<file path="config.mk">
export PLATFORM = sky130hd
export DESIGN_NAME = demux_route_buf_flat
export DESIGN_NICKNAME = d
export VERILOG_FILES = /design/src/rtl/demux_route_buf_if.sv /design/src/rtl/demux_route_buf.sv /design/src/flat_wrapper.sv
export SDC_FILE = /design/constraint.sdc
export NUM_CORES = 1
export LEC_CHECK = 0
export ABC_AREA = 0
export CORE_UTILIZATION = 47
export DETAILED_ROUTE_END_ITERATION = 16
export GPL_TIMING_DRIVEN = 1
export PLACE_DENSITY = 0.85
export SETUP_SLACK_MARGIN = 0.2
export SYNTH_ARGS = -nofsm -noshare
export SYNTH_HDL_FRONTEND = slang
export SYNTH_SLANG_ARGS = --single-unit
</file>
<file path="constraint.sdc">
create_clock -name clk -period 3.1 [get_ports clk]
set_input_delay 0.465 -clock clk [delete_from_list [all_inputs] [get_ports clk]]
set_output_delay 0.465 -clock clk [all_outputs]
set_load 0.005 [all_outputs]
</file>
<file path="src/rtl/demux_route_buf_if.sv">
// Producer/consumer bundle for demux_route_buf.
// master drives words and consumer readies; slave is the router.
interface demux_route_buf_if #(
  parameter int WIDTH  = 8,
  parameter int NUM_CH = 4,
  parameter int SEL_W  = 2
);
  logic [WIDTH-1:0]        in_data;
  logic [SEL_W-1:0]        in_sel;
  logic                    in_bcast;
  logic                    in_valid;
  logic                    in_ready;
  logic [NUM_CH*WIDTH-1:0] out_data;
  logic [NUM_CH-1:0]       out_valid;
  logic [NUM_CH-1:0]       out_ready;

  modport master (
    output in_data, in_sel, in_bcast, in_valid, out_ready,
    input  in_ready, out_data, out_valid
  );

  modport slave (
    input  in_data, in_sel, in_bcast, in_valid, out_ready,
    output in_ready, out_data, out_valid
  );
endinterface

</file>
<file path="src/rtl/demux_route_buf.sv">
// Registered 1-to-NUM_CH demux with one-entry buffer per channel.
// Out-of-range selects are sunk, flagged and counted.
module demux_route_buf #(
  parameter int WIDTH  = 8,
  parameter int NUM_CH = 4,
  parameter int SEL_W  = 2
) (
  input  logic             clk,
  input  logic             rst_n,
  demux_route_buf_if.slave bus,
  output logic             sel_err,
  output logic [7:0]       err_cnt
);
  localparam logic [SEL_W:0] NCH = (SEL_W+1)'(NUM_CH);

  logic [NUM_CH-1:0]       full;
  logic [NUM_CH-1:0]       pop;
  logic [NUM_CH-1:0]       free;
  logic [NUM_CH-1:0]       hit;
  logic [NUM_CH-1:0]       wr;
  logic [WIDTH-1:0]        bufq [NUM_CH];
  logic [NUM_CH*WIDTH-1:0] od;
  logic                    in_rng;
  logic                    rdy;
  logic                    acc;
  logic                    drop;

  assign in_rng = {1'b0, bus.in_sel} < NCH;
  assign pop    = full & bus.out_ready;
  assign free   = ~full | pop;

  always_comb begin
    hit = '0;
    for (int k = 0; k < NUM_CH; k++)
      hit[k] = bus.in_bcast | (bus.in_sel == SEL_W'(k));
  end

  always_comb begin
    if (bus.in_bcast)
      rdy = &free;
    else if (in_rng)
      rdy = |(free & hit);
    else
      rdy = 1'b1;
  end

  assign acc  = bus.in_valid & rdy;
  assign drop = acc & ~bus.in_bcast & ~in_rng;
  assign wr   = acc ? hit : '0;

  assign bus.in_ready  = rdy;
  assign bus.out_valid = full;

  always_comb begin
    od = '0;
    for (int k = 0; k < NUM_CH; k++)
      od[k*WIDTH +: WIDTH] = bufq[k];
  end

  assign bus.out_data = od;

  // a popped channel with no refill clears its data to zero
  always_ff @(posedge clk or negedge rst_n) begin
    if (!rst_n) begin
      full <= '0;
      for (int k = 0; k < NUM_CH; k++)
        bufq[k] <= '0;
    end else begin
      for (int k = 0; k < NUM_CH; k++) begin
        if (wr[k]) begin
          bufq[k] <= bus.in_data;
          full[k] <= 1'b1;
        end else if (pop[k]) begin
          bufq[k] <= '0;
          full[k] <= 1'b0;
        end
      end
    end
  end

  always_ff @(posedge clk or negedge rst_n) begin
    if (!rst_n) begin
      sel_err <= 1'b0;
      err_cnt <= '0;
    end else begin
      sel_err <= drop;
      if (drop && err_cnt != 8'hff)
        err_cnt <= err_cnt + 8'd1;
    end
  end
endmodule

</file>
<file path="src/flat_wrapper.sv">
// flat-port wrapper written by rule: the top's interface ports become plain ports
module demux_route_buf_flat 
#(
  parameter int WIDTH  = 8,
  parameter int NUM_CH = 4,
  parameter int SEL_W  = 2
)
  (clk, rst_n, sel_err, err_cnt, bus_in_data, bus_in_sel, bus_in_bcast, bus_in_valid, bus_out_ready, bus_in_ready, bus_out_data, bus_out_valid);
  demux_route_buf_if #(.WIDTH(WIDTH), .NUM_CH(NUM_CH), .SEL_W(SEL_W)) bus_i ();
  input  logic clk;
  input  logic rst_n;
  output logic sel_err;
  output logic [7:0] err_cnt;
  input wire logic [$bits(bus_i.in_data)-1:0] bus_in_data;
  input wire logic [$bits(bus_i.in_sel)-1:0] bus_in_sel;
  input wire logic [$bits(bus_i.in_bcast)-1:0] bus_in_bcast;
  input wire logic [$bits(bus_i.in_valid)-1:0] bus_in_valid;
  input wire logic [$bits(bus_i.out_ready)-1:0] bus_out_ready;
  output wire logic [$bits(bus_i.in_ready)-1:0] bus_in_ready;
  output wire logic [$bits(bus_i.out_data)-1:0] bus_out_data;
  output wire logic [$bits(bus_i.out_valid)-1:0] bus_out_valid;
  assign bus_i.in_data = bus_in_data;
  assign bus_i.in_sel = bus_in_sel;
  assign bus_i.in_bcast = bus_in_bcast;
  assign bus_i.in_valid = bus_in_valid;
  assign bus_i.out_ready = bus_out_ready;
  assign bus_in_ready = bus_i.in_ready;
  assign bus_out_data = bus_i.out_data;
  assign bus_out_valid = bus_i.out_valid;
  demux_route_buf #(.WIDTH(WIDTH), .NUM_CH(NUM_CH), .SEL_W(SEL_W)) u_core (.clk(clk), .rst_n(rst_n), .bus(bus_i), .sel_err(sel_err), .err_cnt(err_cnt));
endmodule
</file>
==> flow_summary.yaml <==
grt:
  grt_use_total_pct: 23.9
  grt_max_degree: 37
  grt_pass1_wl_um: 6360
  grt-ovfl-total: 0
  antenna_found_initial: 0
  grt_pass1_vias: 1293
final_layout:
  drive_gt1_share_pct: 10.6
  multi_input_area_um2: 704
  fin_nets: 205
  seq_area_um2: 901
  num-fill-cells: 248
  diodes: 0
  syn_to_final_growth_pct: 37.2
  utilization_pct: 68.6
logic_synthesis:
  synth_compound_area_share_pct: 31.2
  synth_seq_area_share_pct: 53.2
  synth_top_cells_by_count: "a32o_1, dfrtp_1, buf_4"
  muxShareOfSynthArea_pct: 0
  synth_seq_cells: 36
  synthSimpleGateAreaFrac_pct: 8.42
  yosysTopAreaCell: "dfrtp_1"
  yosysWarnings: 0
  synth_cells: 131
  synth.avg_cell_area_um2: 12.9
  ys.flop_type: "dfrtp_1"
  synthAdderAreaFrac_pct: 0
  synth_top_area_share_pct: 53.2
  synth.cell_area_um2: 1690
  synth_xor_area_share_pct: 0
  synth.area.top_cells: "dfrtp_1, a32o_1, a221oi_4"
  synth_top_family_by_area: "compound AO/OA/AOI/OAI gates"
  synth.distinct_cells: 25
  synth-edff-count: 0
  async_flop_share_pct: 100
floorplanning:
  fp.dieW_um: 62.0
  pin_count: 64
  rows: 21
  core-area_um2: 3390
  die_y_um: 62.0
  die-area_um2: 3850
  start_util_pct: 50.0
sta:
  worst_pin_slew_ps: 590
  setup_viol: 0
  period_needed_ps: 2750
  finalHoldViolCount: 0
  slew_viol_final: 0
  holdWs_ps: 502
  tns_ps: 0
  finalClockSkew_ps: 6.09
  fmax_mhz: 364
  slew_headroom_pct: 60.5
  min_period_over_period_pct: 88.6
  grt_setup_unrepaired: "false"
placement:
  routabilityCongestion: 0.772
  io_buffers: 54
  dp_hpwl_um: 2980
setup_path:
  critPathLaunchType: "input port"
  required_ps: 2630
  critPathCaptureType: "primary output"
  cpMaxStageDelayCell: "clkdlybuf4s50_1"
  crit_buf_inv: 2
  crit_chain: "clkdlybuf4s50_1 > o21bai_2 > nand2_1 > a41o_1 > o21ai_2 > clkdlybuf4s50_1"
  path_max_fanout: 9
  crit_top_cell: "clkdlybuf4s50_1"
  path_delay_family: "buffers and inverters"
  crit_type: "in2out"
  crit_arrival_ps: 2280
  slowest_delay_ps: 610
cts:
  cts_tree: "built"
  post_cts.repair.setup_buffers: 0
  cts_buffer_depth: 2
  clk_pin_slew_ps: 100
  cts_root_buf: "clkbuf_4"
  cts-buffers-inserted: 5
  cts.hold.buffers_added: 0
  h-tree-depth: 2
  clk_latency_ps: 340
  clkSinkCount: 36
  cts_resized: 0
detailed_routing:
  vias_per_cell: 5.80
  drt_first_pass_iters: 4
  antenna_left: 0
  drc: 0
  num_vias: 1357
  wl_um: 4190
  wire_per_inst_um: 17.9
  dr.first_iter.drc_count: 84
pwr:
  p_leak_nw: 0.967
  p_total_mw: 1.33
  powerDensity_nw_per_um2: 570
  peakVddDrop_v: 0.000380
run:
  max-cap-violations: 0
min_path:
  worstHoldPathType: "reg2reg"
run_status:
  outcome: "complete, no violations"
cell type report:
| class | count | area share (%) |
|---|---|---|
| multi-input combinational | 82 | 30.3 |
| timing repair buffer | 58 | 24.5 |
| clock inverter | 2 | 1.51 |
| inverter | 4 | 0.646 |
| sequential | 36 | 38.8 |
| tap | 46 | 2.48 |
| clock buffer | 6 | 1.78 |
worst register-to-register path, cell delays in order, from the launching register on:
cell	delay [ps]
dfrtp_1	450
nand2b_1	140
o21ai_1	130
a41o_1	280
o21ai_2	90
buf_4	370
a32o_1	240
state kept, by name, indices dropped and copies added, names as in the netlist:
register,cells
u_core.bus.out_data,32
u_core.bus.out_valid,4
final timing paths:
check / from / end / slack (ps) / depth (start not counted)
max: bus_in_bcast / bus_in_ready / 350 / 6
min: u_core.bus.out_data[1] / u_core.bus.out_data[1] / 500 / 1
max reg2reg: u_core.bus.out_valid[2] / u_core.bus.out_data[23] / 1330 / 6
min reg2reg: u_core.bus.out_data[1] / u_core.bus.out_data[1] / 500 / 1
max in group asynchronous: rst_n / u_core.bus.out_data[1] / 2260 / 2
min in group asynchronous: rst_n / u_core.bus.out_data[10] / 520 / 2
per-layer routing:
metal	routed length, µm	up-vias	track usage (%)
met5	0	-	0
met4	48	0	8.57
met3	296	6	8.49
met2	2030	57	35.6
met1	1820	679	32.4
li1	-	615	-
per-stage QoR:
| stage | std cells | area [µm²] | setup slack [ps] |
|---|---|---|---|
| after floorplan | 139 | 1720 | 1340 |
| after global placement | 226 | 2250 | 452 |
| after detailed placement | 226 | 2250 | 382 |
| after CTS | 234 | 2320 | 365 |
| after global routing | 234 | 2320 | 270 |
| final | 234 | 2320 | 353 |
cells by family (layout without fill, tap and decap cells):
| logic type | after synthesis | in the layout |
|---|---|---|
| buffers and inverters | 21 | 70 |
| other | 1 | 9 |
| AOI/OAI and AO/OA | 48 | 48 |
| DFF | 36 | 36 |
| and+or+nand+nor | 25 | 25 |
power by group:
part,total (mW),internal (mW),switching (mW),leakage [nW]
registers,0.599,0.546,0.0533,0.466
clock network,0.326,0.169,0.157,0.0422
logic,0.400,0.238,0.162,0.459
layout by cell type, fill, tap and decap left out, drive strengths merged, types with 4 or more instances in the layout:
cell type and instances:
a32o 36, and2 8, buf 4, clkbuf 6, clkdlybuf4s50 54, conb 9, dfrtp 36, inv 4
nand2 4, nand2b 6, o21ai 4
Note: power is estimated with default switching activity, not from simulation.
